**config.mk**
```make
export PLATFORM = sky130hd
export DESIGN_NAME = dmem_arbiter
export DESIGN_NICKNAME = d
export VERILOG_FILES = /design/src/rtl/dmem_arb_pkg.sv /design/src/rtl/arb_starve_ctr.sv /design/src/rtl/dmem_arbiter.sv
export SDC_FILE = /design/constraint.sdc
export NUM_CORES = 1
export LEC_CHECK = 0
export ABC_AREA = 1
export CAP_MARGIN = 0
export CORE_AREA = 2 2 116 118
export CTS_BUF_LIST = sky130_fd_sc_hd__clkbuf_16
export CTS_CLUSTER_SIZE = 14
export DETAILED_ROUTE_END_ITERATION = 10
export DIE_AREA = 0 0 118 120
export GPL_ROUTABILITY_DRIVEN = 0
export PLACE_DENSITY_LB_ADDON = 0.25
export SLEW_MARGIN = 20
export SYNTH_ARGS = -nofsm -noshare
export SYNTH_HDL_FRONTEND = slang
export SYNTH_SLANG_ARGS = --single-unit
```
**constraint.sdc**
```tcl
create_clock -name clk -period 1.5 [get_ports clk]
set_input_delay 0.375 -clock clk [delete_from_list [all_inputs] [get_ports clk]]
set_output_delay 0.375 -clock clk [all_outputs]
set_load 0.01 [all_outputs]
```
**src/rtl/dmem_arb_pkg.sv**
```systemverilog
// dmem_arb_pkg: shared types and defaults for the data-memory arbiter.
package dmem_arb_pkg;
   typedef enum logic [1:0] {OWN_NONE, OWN_CPU, OWN_AUX} owner_e;
   localparam int STARVE_LIMIT_DEF = 4;
endpackage

```
**src/rtl/arb_starve_ctr.sv**
```systemverilog
// arb_starve_ctr: saturating count of contested cycles lost by the aux port.
module arb_starve_ctr #(
   parameter int LIMIT = 4,
   parameter int W = $clog2(LIMIT + 1)
) (
   input  logic         clk,
   input  logic         rst_n,
   input  logic         inc,
   input  logic         clr,
   output logic [W-1:0] cnt,
   output logic         at_limit
);
   logic [W-1:0] cnt_q, cnt_d;
   always_comb begin
      at_limit = cnt_q == W'(LIMIT);
      cnt_d = clr ? '0 : (inc && !at_limit) ? cnt_q + W'(1) : cnt_q;
   end
   always_ff @(posedge clk or negedge rst_n)
      if (!rst_n) cnt_q <= '0;
      else cnt_q <= cnt_d;
   assign cnt = cnt_q;
endmodule

```
**src/rtl/dmem_arbiter.sv**
```systemverilog
// dmem_arbiter: shares one data memory between the CPU and an aux requester,
// CPU first, aux forced through after STARVE_LIMIT lost contested cycles.
module dmem_arbiter
   import dmem_arb_pkg::*;
#(
   parameter int ADDR_W = 32,
   parameter int DATA_W = 32,
   parameter int STARVE_LIMIT = STARVE_LIMIT_DEF
) (
   input  logic              clk,
   input  logic              reset,
   input  logic              cpu_req,
   input  logic              cpu_we,
   input  logic [ADDR_W-1:0] cpu_addr,
   input  logic [DATA_W-1:0] cpu_wdata,
   output logic              cpu_gnt,
   output logic              cpu_stall,
   output logic              cpu_rvalid,
   output logic [DATA_W-1:0] cpu_rdata,
   input  logic              aux_req,
   input  logic              aux_we,
   input  logic [ADDR_W-1:0] aux_addr,
   input  logic [DATA_W-1:0] aux_wdata,
   output logic              aux_gnt,
   output logic              aux_rvalid,
   output logic [DATA_W-1:0] aux_rdata,
   output logic              mem_en,
   output logic              mem_we,
   output logic [ADDR_W-1:0] mem_addr,
   output logic [DATA_W-1:0] mem_wdata,
   input  logic [DATA_W-1:0] mem_rdata
);
   localparam int CW = $clog2(STARVE_LIMIT + 1);
   logic [CW-1:0] starve_cnt;
   logic at_limit, aux_win, cnt_inc, cnt_clr;
   owner_e rd_owner_q, rd_owner_d;
   // reset is folded into the grants so nothing reaches memory while held
   always_comb begin
      aux_win    = aux_req & (~cpu_req | at_limit);
      cpu_gnt    = reset & cpu_req & ~aux_win;
      aux_gnt    = reset & aux_win;
      cpu_stall  = reset & cpu_req & ~cpu_gnt;
      mem_en     = cpu_gnt | aux_gnt;
      mem_we     = cpu_gnt ? cpu_we : aux_gnt ? aux_we : 1'b0;
      mem_addr   = cpu_gnt ? cpu_addr : aux_gnt ? aux_addr : '0;
      mem_wdata  = cpu_gnt ? cpu_wdata : aux_gnt ? aux_wdata : '0;
      cnt_inc    = cpu_req & aux_req & cpu_gnt;
      cnt_clr    = aux_gnt | ~aux_req;
      rd_owner_d = (cpu_gnt & ~cpu_we) ? OWN_CPU : (aux_gnt & ~aux_we) ? OWN_AUX : OWN_NONE;
   end
   always_ff @(posedge clk or negedge reset)
      if (!reset) rd_owner_q <= OWN_NONE;
      else rd_owner_q <= rd_owner_d;
   arb_starve_ctr #(.LIMIT(STARVE_LIMIT), .W(CW)) u_starve (
      .clk(clk),
      .rst_n(reset),
      .inc(cnt_inc),
      .clr(cnt_clr),
      .cnt(starve_cnt),
      .at_limit(at_limit)
   );
   assign cpu_rvalid = rd_owner_q == OWN_CPU;
   assign aux_rvalid = rd_owner_q == OWN_AUX;
   assign cpu_rdata  = mem_rdata;
   assign aux_rdata  = mem_rdata;
endmodule
```
==> results.cfg <==
[run_status]
status = complete, but fails checks
violations = negative setup slack

[sta]
maxSlewHeadroom_pct = 78.7
drv_slew = 0
period_minus_slack_ns = 2.08
min_period_over_period_pct = 138
fmax_mhz = 482
setup_tns_ns = -33.54
rsz0062_at_grt = true
setup_violations = 69
worstMarginPinSlew_ns = 0.319
finClkSkew_ns = 0.000859
layout_setup_ws_ns = -0.576
hold_viol = 0

[final_layout]
diodes = 0
nFillCells = 1373
final_cell_mix = clkdlybuf4s50_1 (130), nand4_1 (66), buf_2 (42), nand3_1 (40), nand2_1 (37)
fin_area_sq_mm = 0.00444
layout.cells.non_filler = 666
fin_nets = 659
final_common_cell = clkdlybuf4s50_1
drive_gt1_share_pct = 39.2
synthToLayoutAreaGrowth_pct = 124

[die]
die_w_um = 118
fp.dieH_um = 120
start_util_pct = 15.3
die_area_sq_mm = 0.0142
io-pin-count = 301
core_area_sq_mm = 0.0130
row_count = 42

[drt]
vias = 2989
drt_iter0_markers = 90
wire_per_inst_um = 16.9
totalWireLength_mm = 11.3
dr.pass1.iters = 4
drc = 0
viasPerCell = 4.49
ant_nets = 0

[setup_path]
startpoint_type = flop
crit_required_ns = 1.12
end_kind = output port
crit_type = flop to output port
crit_fanout = 5
worstPathArrival_ns = 1.70

[cts]
cts_buffers = 3
insertion_delay_ns = 0.23
cts_root_buffer = clkbuf_16
cts_tree = built
htreeDepth = 1
cts.sinks = 5
clock_path_buffers = 2
clk_pin_slew_ns = 0.03

[place]
hpwlAfterDp_mm = 6.98
dp.cells = 636
place.port_buffers = 204
dpl-instance-area_sq_mm = 0.00384

[synthesis]
syn_inst = 338
netlist_area_sq_mm = 0.00198
yosysSeqAreaShare_pct = 6.31
ys_warn_count = 0
synth_area_per_cell_sq_um = 5.87
ys_ff_latch = 5
syn_nets = 506
ys_types = 16

[power]
power_density_mw_per_mm2 = 395
peakVddDrop_uv = 279
leakagePower_nw = 2.04

[global_routing]
grt_remaining_overflow = 0
grt_pass1_wl_mm = 16.5
antenna_found_initial = 0
gr-usage-all-layers_pct = 14.8
grt_pass1_vias = 2913
grt_max_degree = 48

[worst_hold_path]
hold_path.class = input port to async pin

[job]
drv_cap = 0
## stage by stage
step	util (%)	total power [mW]	setup slack, ns	hold WS (ns)
after floorplan	-	0.672	-0.0519	0.0794
after global placement	29.6	1.14	-1.01	0.370
after detailed placement	29.6	1.15	-1.01	0.370
after CTS	33.1	1.73	-0.588	0.134
after global routing	34.2	1.84	-0.633	0.137
final	34.2	1.76	-0.576	0.139
## final timing paths
kind | start | endpoint | slack [ns] | cells past startpoint
worst min register to register | u_starve.cnt[1] | u_starve.cnt[1] | 0.64 | 3
worst min-delay path | reset | u_starve.cnt[1] | 0.14 | 2
min in group clk | u_starve.cnt[1] | u_starve.cnt[1] | 0.64 | 3
worst max-delay path | u_starve.cnt[0] | mem_wdata[22] | -0.58 | 11
worst max register to register | u_starve.cnt[0] | rd_owner_q[1] | 0.06 | 10
max in group asynchronous | reset | rd_owner_q[0] | 1.12 | 2
## registers in the layout, summed over array words and instances (netlist names)
signal / flops
u_starve.cnt: 3
rd_owner_q: 2
## critical path, cell delays in order, from the launching register on
cell     delay, ns
dfrtp_1       0.37
inv_2         0.08
ha_4          0.14
nand2_4       0.07
nand2_8       0.10
nand2_8       0.07
buf_12        0.13
buf_8         0.12
buf_16        0.14
nand3_2       0.06
nand2_1       0.05
buf_2         0.13
## power breakdown
group	leakage, nW	switching, mW	internal, mW	total, mW
Combinational	1.92	0.494	0.686	1.18
Sequential	0.0684	0.00268	0.140	0.143
Clock	0.0423	0.0887	0.345	0.434
## per-layer routing
metal  part of all wire, %  up-vias  wire length, um  GRT usage (%)
met3                   9.4       21             1060           4.42
li1                      -     1424                -              -
met1                    40     1366             4460           17.4
met2                    49      178             5530           26.5
met4                   1.9        0              210           3.31
met5                     0        -                0              0
## what timing repair did
item                                    CTS  global route
resized for setup                       334            39
gates cloned                             10             0
endpoints found under the setup margin   73            71
buffers inserted                         16             1
endpoints found under the hold margin     0             0
pin swaps                                22             7
hold buffers                              0             0
## cells by family after synthesis
group           Yosys count  share of synthesized area [%]
compound gates            4                           1.26
flops                     5                           6.31
fa+ha+maj                 2                           1.26
simple gates            215                           53.6
buf+inv                 112                           37.6
## Yosys cell counts
cell type | n | area, sq um
nand2_1 | 72 | 270
a21oi_1 | 1 | 5.00
o21bai_1 | 2 | 15.0
inv_1 | 10 | 37.5
clkbuf_1 | 9 | 33.8
dfrtp_1 | 5 | 125
inv_2 | 1 | 3.75
ha_1 | 2 | 25.0
o21ai_0 | 1 | 5.00
nor2_1 | 7 | 26.3
nand2_2 | 3 | 18.8
nand3_1 | 67 | 335
buf_2 | 17 | 85.1
nand4_1 | 66 | 413
buf_4 | 69 | 518
buf_6 | 6 | 67.6
## layout make-up
| cell class | count | area [sq um] | area share, % |
|---|---|---|---|
| clock inverter | 1 | 3.75 | 0.0845 |
| sequential | 5 | 125 | 2.82 |
| clock buffer | 3 | 75.1 | 1.69 |
| multi-input combinational | 221 | 1430 | 32.2 |
| inverter | 11 | 41.3 | 0.929 |
| timing repair buffer | 249 | 2550 | 57.4 |
| tap | 176 | 220 | 4.96 |
Power figures use the tool's default switching activity.
